--- src/rtl/lcd_frame_writer.sv ---
// HD44780 8-bit bus writer painting a two-line PC / selected-source status frame.
// Define LCD_AUTO_REFRESH_EN to repaint frames back-to-back without a start pulse.
module lcd_frame_writer #(
  parameter int POWERON_CYCLES = 750000,
  parameter int EN_CYCLES      = 12,
  parameter int SETTLE_CYCLES  = 2500,
  parameter int CLEAR_CYCLES   = 100000
) (
  input  logic       clk,
  input  logic       rst_n,
  input  logic [3:0] ox1,
  input  logic [3:0] ox2,
  input  logic [3:0] ox3,
  input  logic [3:0] ox4,
  input  logic [3:0] ox5,
  input  logic [3:0] ox6,
  input  logic [3:0] ox7,
  input  logic [3:0] ox8,
  input  logic [3:0] oy,
  input  logic [3:0] oz1,
  input  logic [3:0] oz2,
  input  logic [3:0] oz3,
  input  logic [3:0] oz4,
  input  logic [3:0] oz5,
  input  logic [3:0] oz6,
  input  logic [3:0] oz7,
  input  logic [3:0] oz8,
  input  logic       start,
  output logic       busy,
  output logic       frame_done,
  output logic [7:0] lcd_data,
  output logic       lcd_rs,
  output logic       lcd_rw,
  output logic       lcd_en
);
  typedef enum logic [2:0] {
    S_POWERON, S_INIT, S_IDLE, S_L1_ADDR, S_L1_CHAR, S_L2_ADDR, S_L2_CHAR
  } state_t;
  typedef enum logic [1:0] {PH_SETUP, PH_EN, PH_WAIT} phase_t;

  localparam int CW = 32;
  localparam logic [CW-1:0] C_PWR = CW'(POWERON_CYCLES - 1);
  localparam logic [CW-1:0] C_EN  = CW'(EN_CYCLES - 1);
  localparam logic [CW-1:0] C_SET = CW'(SETTLE_CYCLES - 1);
  localparam logic [CW-1:0] C_CLR = CW'(CLEAR_CYCLES - 1);

  state_t          r_state, w_nxt_state;
  phase_t          r_ph, w_nxt_ph;
  logic [CW-1:0]   r_cnt, w_nxt_cnt, w_wait_len;
  logic [3:0]      r_idx, w_nxt_idx;
  logic            r_pend, r_done;
  logic [31:0]     r_ox, r_oz;
  logic [3:0]      r_oy;
  logic            w_auto, w_go, w_cnt_zero, w_frame_end, w_wr_state;

`ifdef LCD_AUTO_REFRESH_EN
  assign w_auto = 1'b1;
`else
  assign w_auto = 1'b0;
`endif

  assign w_go       = r_pend | start | w_auto;
  assign w_cnt_zero = (r_cnt == '0);
  // Only the clear-display command (third init write) needs the long wait.
  assign w_wait_len = (r_state == S_INIT && r_idx == 4'd2) ? C_CLR : C_SET;
  assign w_wr_state = (r_state != S_POWERON) && (r_state != S_IDLE);

  function automatic logic [7:0] hex_asc(input logic [3:0] n);
    return (n <= 4'd9) ? (8'h30 + {4'h0, n}) : (8'h37 + {4'h0, n});
  endfunction

  function automatic logic [7:0] line_char(input logic [7:0] c0, input logic [7:0] c1,
                                           input logic [31:0] v, input logic [3:0] k);
    logic [3:0] nib;
    nib = 4'd10 - k;
    case (k)
      4'd0:    return c0;
      4'd1:    return c1;
      4'd2:    return 8'h3D;
      4'd3, 4'd4, 4'd5, 4'd6, 4'd7, 4'd8, 4'd9, 4'd10:
               return hex_asc(v[{nib[2:0], 2'b00} +: 4]);
      default: return 8'h20;
    endcase
  endfunction

  always_ff @(posedge clk or negedge rst_n) begin
    if (!rst_n) begin
      r_state <= S_POWERON;
      r_ph    <= PH_SETUP;
      r_cnt   <= C_PWR;
      r_idx   <= '0;
      r_pend  <= 1'b0;
      r_done  <= 1'b0;
      r_ox    <= '0;
      r_oy    <= '0;
      r_oz    <= '0;
    end else begin
      r_state <= w_nxt_state;
      r_ph    <= w_nxt_ph;
      r_cnt   <= w_nxt_cnt;
      r_idx   <= w_nxt_idx;
      r_done  <= w_frame_end;
      if (r_state == S_IDLE) r_pend <= 1'b0;
      else if (start)        r_pend <= 1'b1;
      if (r_state == S_IDLE && w_go) begin
        r_ox <= {ox8, ox7, ox6, ox5, ox4, ox3, ox2, ox1};
        r_oy <= oy;
        r_oz <= {oz8, oz7, oz6, oz5, oz4, oz3, oz2, oz1};
      end
    end
  end

  always_comb begin
    w_nxt_state = r_state;
    w_nxt_ph    = r_ph;
    w_nxt_cnt   = r_cnt;
    w_nxt_idx   = r_idx;
    w_frame_end = 1'b0;
    case (r_state)
      S_POWERON: begin
        if (w_cnt_zero) begin
          w_nxt_state = S_INIT;
          w_nxt_ph    = PH_SETUP;
          w_nxt_idx   = '0;
        end else w_nxt_cnt = r_cnt - 1'b1;
      end
      S_IDLE: begin
        if (w_go) begin
          w_nxt_state = S_L1_ADDR;
          w_nxt_ph    = PH_SETUP;
          w_nxt_idx   = '0;
        end
      end
      default: begin
        case (r_ph)
          PH_SETUP: begin
            w_nxt_ph  = PH_EN;
            w_nxt_cnt = C_EN;
          end
          PH_EN: begin
            if (w_cnt_zero) begin
              w_nxt_ph  = PH_WAIT;
              w_nxt_cnt = w_wait_len;
            end else w_nxt_cnt = r_cnt - 1'b1;
          end
          default: begin
            if (w_cnt_zero) begin
              w_nxt_ph  = PH_SETUP;
              w_nxt_idx = r_idx + 1'b1;
              case (r_state)
                S_INIT:    if (r_idx == 4'd3) w_nxt_state = S_IDLE;
                S_L1_ADDR: begin w_nxt_state = S_L1_CHAR; w_nxt_idx = '0; end
                S_L1_CHAR: if (r_idx == 4'd15) begin w_nxt_state = S_L2_ADDR; w_nxt_idx = '0; end
                S_L2_ADDR: begin w_nxt_state = S_L2_CHAR; w_nxt_idx = '0; end
                S_L2_CHAR: if (r_idx == 4'd15) begin w_nxt_state = S_IDLE; w_frame_end = 1'b1; end
                default: ;
              endcase
            end else w_nxt_cnt = r_cnt - 1'b1;
          end
        endcase
      end
    endcase
  end

  always_comb begin
    lcd_data   = 8'h00;
    lcd_rs     = 1'b0;
    lcd_rw     = 1'b0;
    lcd_en     = w_wr_state && (r_ph == PH_EN);
    busy       = !(r_state == S_IDLE && !(r_pend | w_auto));
    frame_done = r_done;
    case (r_state)
      S_INIT: begin
        case (r_idx[1:0])
          2'd0:    lcd_data = 8'h38;
          2'd1:    lcd_data = 8'h0C;
          2'd2:    lcd_data = 8'h01;
          default: lcd_data = 8'h06;
        endcase
      end
      S_L1_ADDR: lcd_data = 8'h80;
      S_L1_CHAR: begin
        lcd_rs   = 1'b1;
        lcd_data = line_char(8'h50, 8'h43, r_ox, r_idx);
      end
      S_L2_ADDR: lcd_data = 8'hC0;
      S_L2_CHAR: begin
        lcd_rs   = 1'b1;
        lcd_data = line_char(8'h53, hex_asc(r_oy), r_oz, r_idx);
      end
      default: ;
    endcase
  end
endmodule

--- config.mk ---
export PLATFORM = sky130hd
export DESIGN_NAME = lcd_frame_writer
export DESIGN_NICKNAME = d
export VERILOG_FILES = /design/src/rtl/lcd_frame_writer.sv
export SDC_FILE = /design/constraint.sdc
export NUM_CORES = 1
export LEC_CHECK = 0
export CAP_MARGIN = 20
export CORE_MARGIN = 5
export CORE_UTILIZATION = 30
export CTS_BUF_LIST = sky130_fd_sc_hd__clkbuf_8
export CTS_CLUSTER_DIAMETER = 150
export DETAILED_ROUTE_END_ITERATION = 12
export SLEW_MARGIN = 40
export SYNTH_ARGS = -nofsm -noshare
export SYNTH_HDL_FRONTEND = slang
export SYNTH_SLANG_ARGS = --single-unit
--- constraint.sdc ---
create_clock -name clk -period 5.82 [get_ports clk]
set_input_delay 0.873 -clock clk [delete_from_list [all_inputs] [get_ports clk]]
set_output_delay 0.873 -clock clk [all_outputs]
set_load 0.01 [all_outputs]
== After elaboration in Yosys (flattened, before gate mapping) ==
Index checks and enable logic that the tools add are counted.

* Register bits: 111
* Output and inout port bits: 13

* $add $sub $neg: 9
* Magnitude comparators: 3
* Eq/ne operators: 28
* Shift operators: 2
* Multiplexer cells: 41
* Bitwise gates (word level): 1
* Reductions and logical operators: 24

{| class="wikitable"
|+ Operators with widths
! cell !! number
|-
| case mux 32 bit (2 select lines) || 2
|-
| 2-to-1 mux 32 bit || 2
|-
| variable part select 32 x 6 -> 4 bit || 2
|-
| case mux 7 bit (4 select lines) || 2
|-
| adder 6 x 4 -> 7 bit (first input constant) || 6
|-
| case mux 8 bit (5 select lines) || 1
|-
| zero test 32 bit || 1
|-
| subtractor 32 x 1 -> 32 bit (second input constant) || 1
|-
| 2-to-1 mux 3 bit || 7
|-
| 2-to-1 mux 7 bit || 3
|-
| 2-to-1 mux 4 bit || 5
|-
| case mux 6 bit (3 select lines) || 1
|-
| 2-to-1 mux 17 bit || 1
|-
| == test 4 x 3 -> 1 bit (second input constant) || 4
|-
| == test 4 bit (second input constant) || 4
|-
| case mux 4 bit (2 select lines) || 2
|-
| case mux 3 bit (5 select lines) || 1
|-
| less-or-equal comparator 4 bit (second input constant) || 3
|-
| inequality test 4 x 3 -> 1 bit (second input constant) || 3
|-
| == test 3 bit (second input constant) || 3
|-
| == test 4 x 2 -> 1 bit (second input constant) || 2
|-
| 2-to-1 mux 1 bit || 8
|-
| case mux 2 bit (2 select lines) || 2
|-
| AND reduction 8 bit || 1
|-
| 26 further kinds || 41
|}

== Depth between registers and ports, before layout ==
* Depth after elaboration: 6
* Depth in mapped cells: 16
* Depth with buffers taken out: 12

== Least setup slack after synthesis ==
Ideal clock, no wire load.

* Path kind: flip-flop to output port
* Start: register r_idx[0]
* End: output lcd_data[1]
* Data arrival time: 4.528 ns
* Required time: 4.947 ns
* Slack: 0.419 ns
* Cell stages (with the launch flop): 17
* Path buffers: 4
* Cell sequence: dfrtp_1 > buf_2 > buf_1 > inv_1 > ha_1 > buf_1 > clkbuf_1 > mux4_2 > mux2i_1 > inv_1 > ha_1 > or2_2 > and2_1 > a32o_1 > a311o_1 > mux2i_1 > a221o_1

* Longest elaborated chain between the ends: 6
* Elaborated cells on any way between the ends: 30
* Classes of those cells: 5 x add/sub; 2 x order compare; 12 x eq/ne; 2 x shift; 6 x mux; 3 x reduce/logical

{| class="wikitable"
|+ RTL lines
! element !! RTL line !! text
|-
| start, declared || 50 || <nowiki>logic [3:0] r_idx, w_nxt_idx;</nowiki>
|-
| start signal, assigned || 101 || <nowiki>r_idx <= w_nxt_idx;</nowiki>
|-
| subtractor 2 x 3 -> 3 bit || 75 || <nowiki>nib = 4'd10 - k;</nowiki>
|-
| variable part select 32 x 6 -> 4 bit || 81 || <nowiki>return hex_asc(v[{nib[2:0], 2'b00} +: 4]);</nowiki>
|-
| adder 6 x 4 -> 7 bit or less-or-equal comparator 4 bit (tied branches) || 69 || <nowiki>return (n <= 4'd9) ? (8'h30 + {4'h0, n}) : (8'h37 + {4'h0, n});</nowiki>
|-
| 2-to-1 mux 7 bit || 69 ||
|-
| case mux 7 bit (4 select lines) || 76 || <nowiki>case (k)</nowiki>
|-
| case mux 8 bit (5 select lines) * || 172 || <nowiki>case (r_state)</nowiki>
|-
| end, declared || 31 || <nowiki>output logic [7:0] lcd_data,</nowiki>
|}

Mark *: on every way between the ends. The rest lies on a longest branch, timed or not.

== Final worst setup path ==
* Start: register r_idx[0]
* End: output lcd_data[3]

Same word-level chain as after synthesis.

==> flow_metrics.py <==
metrics = {
    "routing": {
        "drt_iter0_markers": 295,
        "routed-via-count": 5298,
        "finalWirelength_um": 16600,
        "via_per_inst": 4.94,
        "ant_nets": 0,
        "post-route-drc-count": 0,
        "wl_per_cell_um": 15.4,
        "first_pass_iters": 4,
    },
    "outcome": {
        "status": "complete, no violations",
    },
    "timing": {
        "slew-limit-headroom_pct": 46.4,
        "max_freq_ghz": 0.184,
        "worst_slew_pin_slew_ns": 0.804,
        "tns_ns": 0,
        "min_period_over_period_pct": 93.3,
        "finalHoldViolCount": 0,
        "setup_viol": 0,
        "period_needed_ns": 5.43,
        "slew_viol_final": 0,
        "finalClockSkew_ns": 0.0179,
        "rsz0062_at_grt": "no",
    },
    "clocking": {
        "clk_path_buf_depth": 2,
        "htree_levels": 3,
        "numCtsBuffers": 9,
        "cts_sinks": 111,
        "hold_buffers": 0,
        "root_buffer": "clkbuf_8",
        "insertion_delay_ns": 0.40,
        "cts_tree": "yes",
        "cts.clk_slew.worst_paths_ns": 0.11,
    },
    "place": {
        "numPortBuffers": 82,
        "place_congestion": 0.867,
        "placed_cell_area_um2": 7460,
        "dp_hpwl_um": 12100,
    },
    "floorplanning": {
        "io_pins": 84,
        "fp.coreArea_um2": 21000,
        "die_height_um": 156,
        "rows": 53,
        "dieArea_um2": 24300,
        "die_w_um": 156,
        "start_util_pct": 30.4,
    },
    "synth": {
        "synth_cell_types": 69,
        "syn_inst": 731,
        "ys_seq_area_share_pct": 43.8,
        "syn-num-nets": 815,
        "synth.cell_area_um2": 6370,
        "ys.flop_type": "dfrtp_1",
        "yosysMostFrequentCell": "nand2_1",
        "synth_commonest_cells": "nand2_1 (230), dfrtp_1 (98), nor2_1 (57), nor3_1 (29)",
        "synth_warnings": 0,
        "synth_top_area_share_pct": 38.5,
        "synth_top_area_cell": "dfrtp_1",
        "synth_edf_count": 0,
        "synth_seq_cells": 111,
        "synthArstFlopShare_pct": 100,
        "synth_area_leaders": "dfrtp_1 (38%), nand2_1 (14%), mux4_2 (5.7%), dfstp_2 (5.4%), nor2_1 (3.4%)",
        "avgSynthCellArea_um2": 8.72,
    },
    "global_routing": {
        "gr-total-overflow": 0,
        "grt_pass1_vias": 5272,
        "grtUsageTotal_pct": 14.0,
        "antenna_found_initial": 0,
        "grt_pass1_wl_um": 27700,
        "grt_start_max_net_pins": 71,
    },
    "finish": {
        "drive_above_1_share_pct": 10.5,
        "fillCellCount": 2215,
        "fin_area_um2": 7680,
        "syn_to_final_growth_pct": 20.5,
        "layout.nets": 877,
        "num_antenna_cells": 0,
    },
    "power_and_ir_drop": {
        "p_int_mw": 1.05,
        "clockPowerShare_pct": 34.3,
        "ir_worst_vdd_v": 0.000112,
        "p_comb_share_pct": 8.2,
        "swShare_pct": 25.9,
        "p_per_area_nw_per_um2": 184,
        "seqPwrFrac_pct": 57.5,
        "switchingPower_mw": 0.365,
        "p_leak_nw": 3.43,
    },
    "worst_setup_path": {
        "r2r-end": "r_cnt[24]$_DFFE_PN0N_",
        "required_ns": 4.95,
        "cp_max_fo": 18,
        "crit_arrival_ns": 4.56,
        "reg2regPathDepth": 8,
        "cp_cell_sequence": "inv_1, ha_2, mux4_2, mux2i_1, inv_1, ha_1, nor2_1, nor2_1, o22ai_1, nor4_1, a41o_1, a2111o_1, clkdlybuf4s50_1",
        "cp_top_family": "compound AO/OA/AOI/OAI gates",
        "r2r-start": "r_cnt[0]$_DFFE_PN1N_",
        "path_class": "register to primary output",
        "worstSetupEndpointType": "primary output",
        "reg2reg_setup_slack_ns": 2.17,
        "worstSetupStartpointType": "register",
        "slowest_delay_ns": 0.64,
        "slowest_stage": "ha_2",
        "path_buf_inv": 3,
    },
    "min_path": {
        "hp-class": "input pin to asynchronous set/reset pin",
    },
    "flow_run": {
        "maxCapViolations": 0,
    },
}
==> worst register-to-register path: stages, from the launching register on <==
cell     delay (ns)
dfstp_2        0.41
inv_1          0.07
ha_1           0.20
or3b_2         0.51
nor4_1         0.37
and4_1         0.78
inv_1          0.47
a21oi_4        0.59
nor2_1         0.12
==> layout make-up <==
cell class / count / area [um2] / share of cell area [%]
clock buffer: 10 / 138 / 1.79
clock inverter: 6 / 70.1 / 0.912
inverter: 15 / 56.3 / 0.733
multi-input combinational: 565 / 3390 / 44.1
sequential: 111 / 2790 / 36.4
tap: 275 / 344 / 4.48
timing repair buffer: 91 / 890 / 11.6
==> layout by cell type (no fill, tap or decap), drive strengths merged, types with 14 or more instances in the layout <==
cell | Yosys | final
a21oi | 20 | 20
mux2i | 14 | 14
mux4 | 16 | 16
o21ai | 30 | 30
nand3 | 15 | 15
inv | 15 | 19
clkdlybuf4s50 | 0 | 81
nand2 | 230 | 230
nor3 | 29 | 29
nor4 | 15 | 15
dfrtp | 98 | 98
xnor2 | 16 | 16
nor2 | 58 | 58
==> power by group through the flow <==
| stage | Clock [mW] | Combinational, mW | Sequential [mW] |
|---|---|---|---|
| floorplan | 0 | 0.0451 | 0.819 |
| global placement | 0 | 0.115 | 0.827 |
| detailed placement | 0 | 0.117 | 0.827 |
| CTS | 0.506 | 0.118 | 0.812 |
| global route | 0.533 | 0.130 | 0.815 |
| finish | 0.485 | 0.116 | 0.812 |
==> repair_timing <==
action                                  in CTS  in global routing
hold endpoints to repair                     0                  0
endpoints found under the setup margin       0                  4
setup buffers                                0                  0
gates resized for setup                      0                  1
==> layer usage <==
metal | vias to the layer above | GRT usage (%) | share of wire (%)
li1 | 2634 | - | -
met1 | 2535 | 20.3 | 48
met2 | 120 | 21.7 | 46
met3 | 9 | 3.27 | 5.5
met4 | 0 | 2.63 | 0.82
met5 | - | 0 | 0
==> flip-flops by register name, indices dropped and copies added, names as in the netlist <==
name	cells
r_oz	32
r_cnt	32
r_idx	4
frame_done	1
r_ph	2
r_ox	32
r_state	3
r_oy	4
r_pend	1
==> kinds of logic after synthesis <==
kind of cell               count (synthesis)  share of synthesized area, %
xor gates and xnor gates                  25                          3.44
DFF                                      111                          43.8
and+or+nand+nor                          400                          28.4
other                                      1                        0.0588
adders and majority gates                 13                          2.55
AOI/OAI and AO/OA                         94                          9.68
muxes                                     32                          8.26
buffers and inverters                     55                          3.79
==> how the worst max path moves through the flow <==
stage,start,endpoint,slack (ns),cells past startpoint
after floorplan,r_idx[0]$_DFFE_PN0P_,lcd_data[1],0.42,16
after global placement,r_idx[0]$_DFFE_PN0P_,lcd_data[0],0.69,13
after detailed placement,r_idx[0]$_DFFE_PN0P_,lcd_data[1],0.59,13
after CTS,r_idx[0]$_DFFE_PN0P_,lcd_data[1],0.14,13
after global routing,r_idx[0]$_DFFE_PN0P_,lcd_data[3],0.05,13
final,r_idx[0]$_DFFE_PN0P_,lcd_data[3],0.39,13
==> stage by stage <==
stage | power, mW | cells | util (%) | hold slack, ns | setup slack, ns
detailed placement | 0.944 | 1057 | 35.6 | 0.463 | 0.588
floorplan | 0.865 | 731 | - | 0.440 | 0.419
finish | 1.41 | 1073 | 36.6 | 0.421 | 0.388
CTS | 1.44 | 1073 | 36.6 | 0.489 | 0.141
global placement | 0.942 | 1057 | 35.6 | 0.455 | 0.689
global route | 1.48 | 1073 | 36.6 | 0.445 | 0.0526
Note: power is estimated with default switching activity, not from simulation.
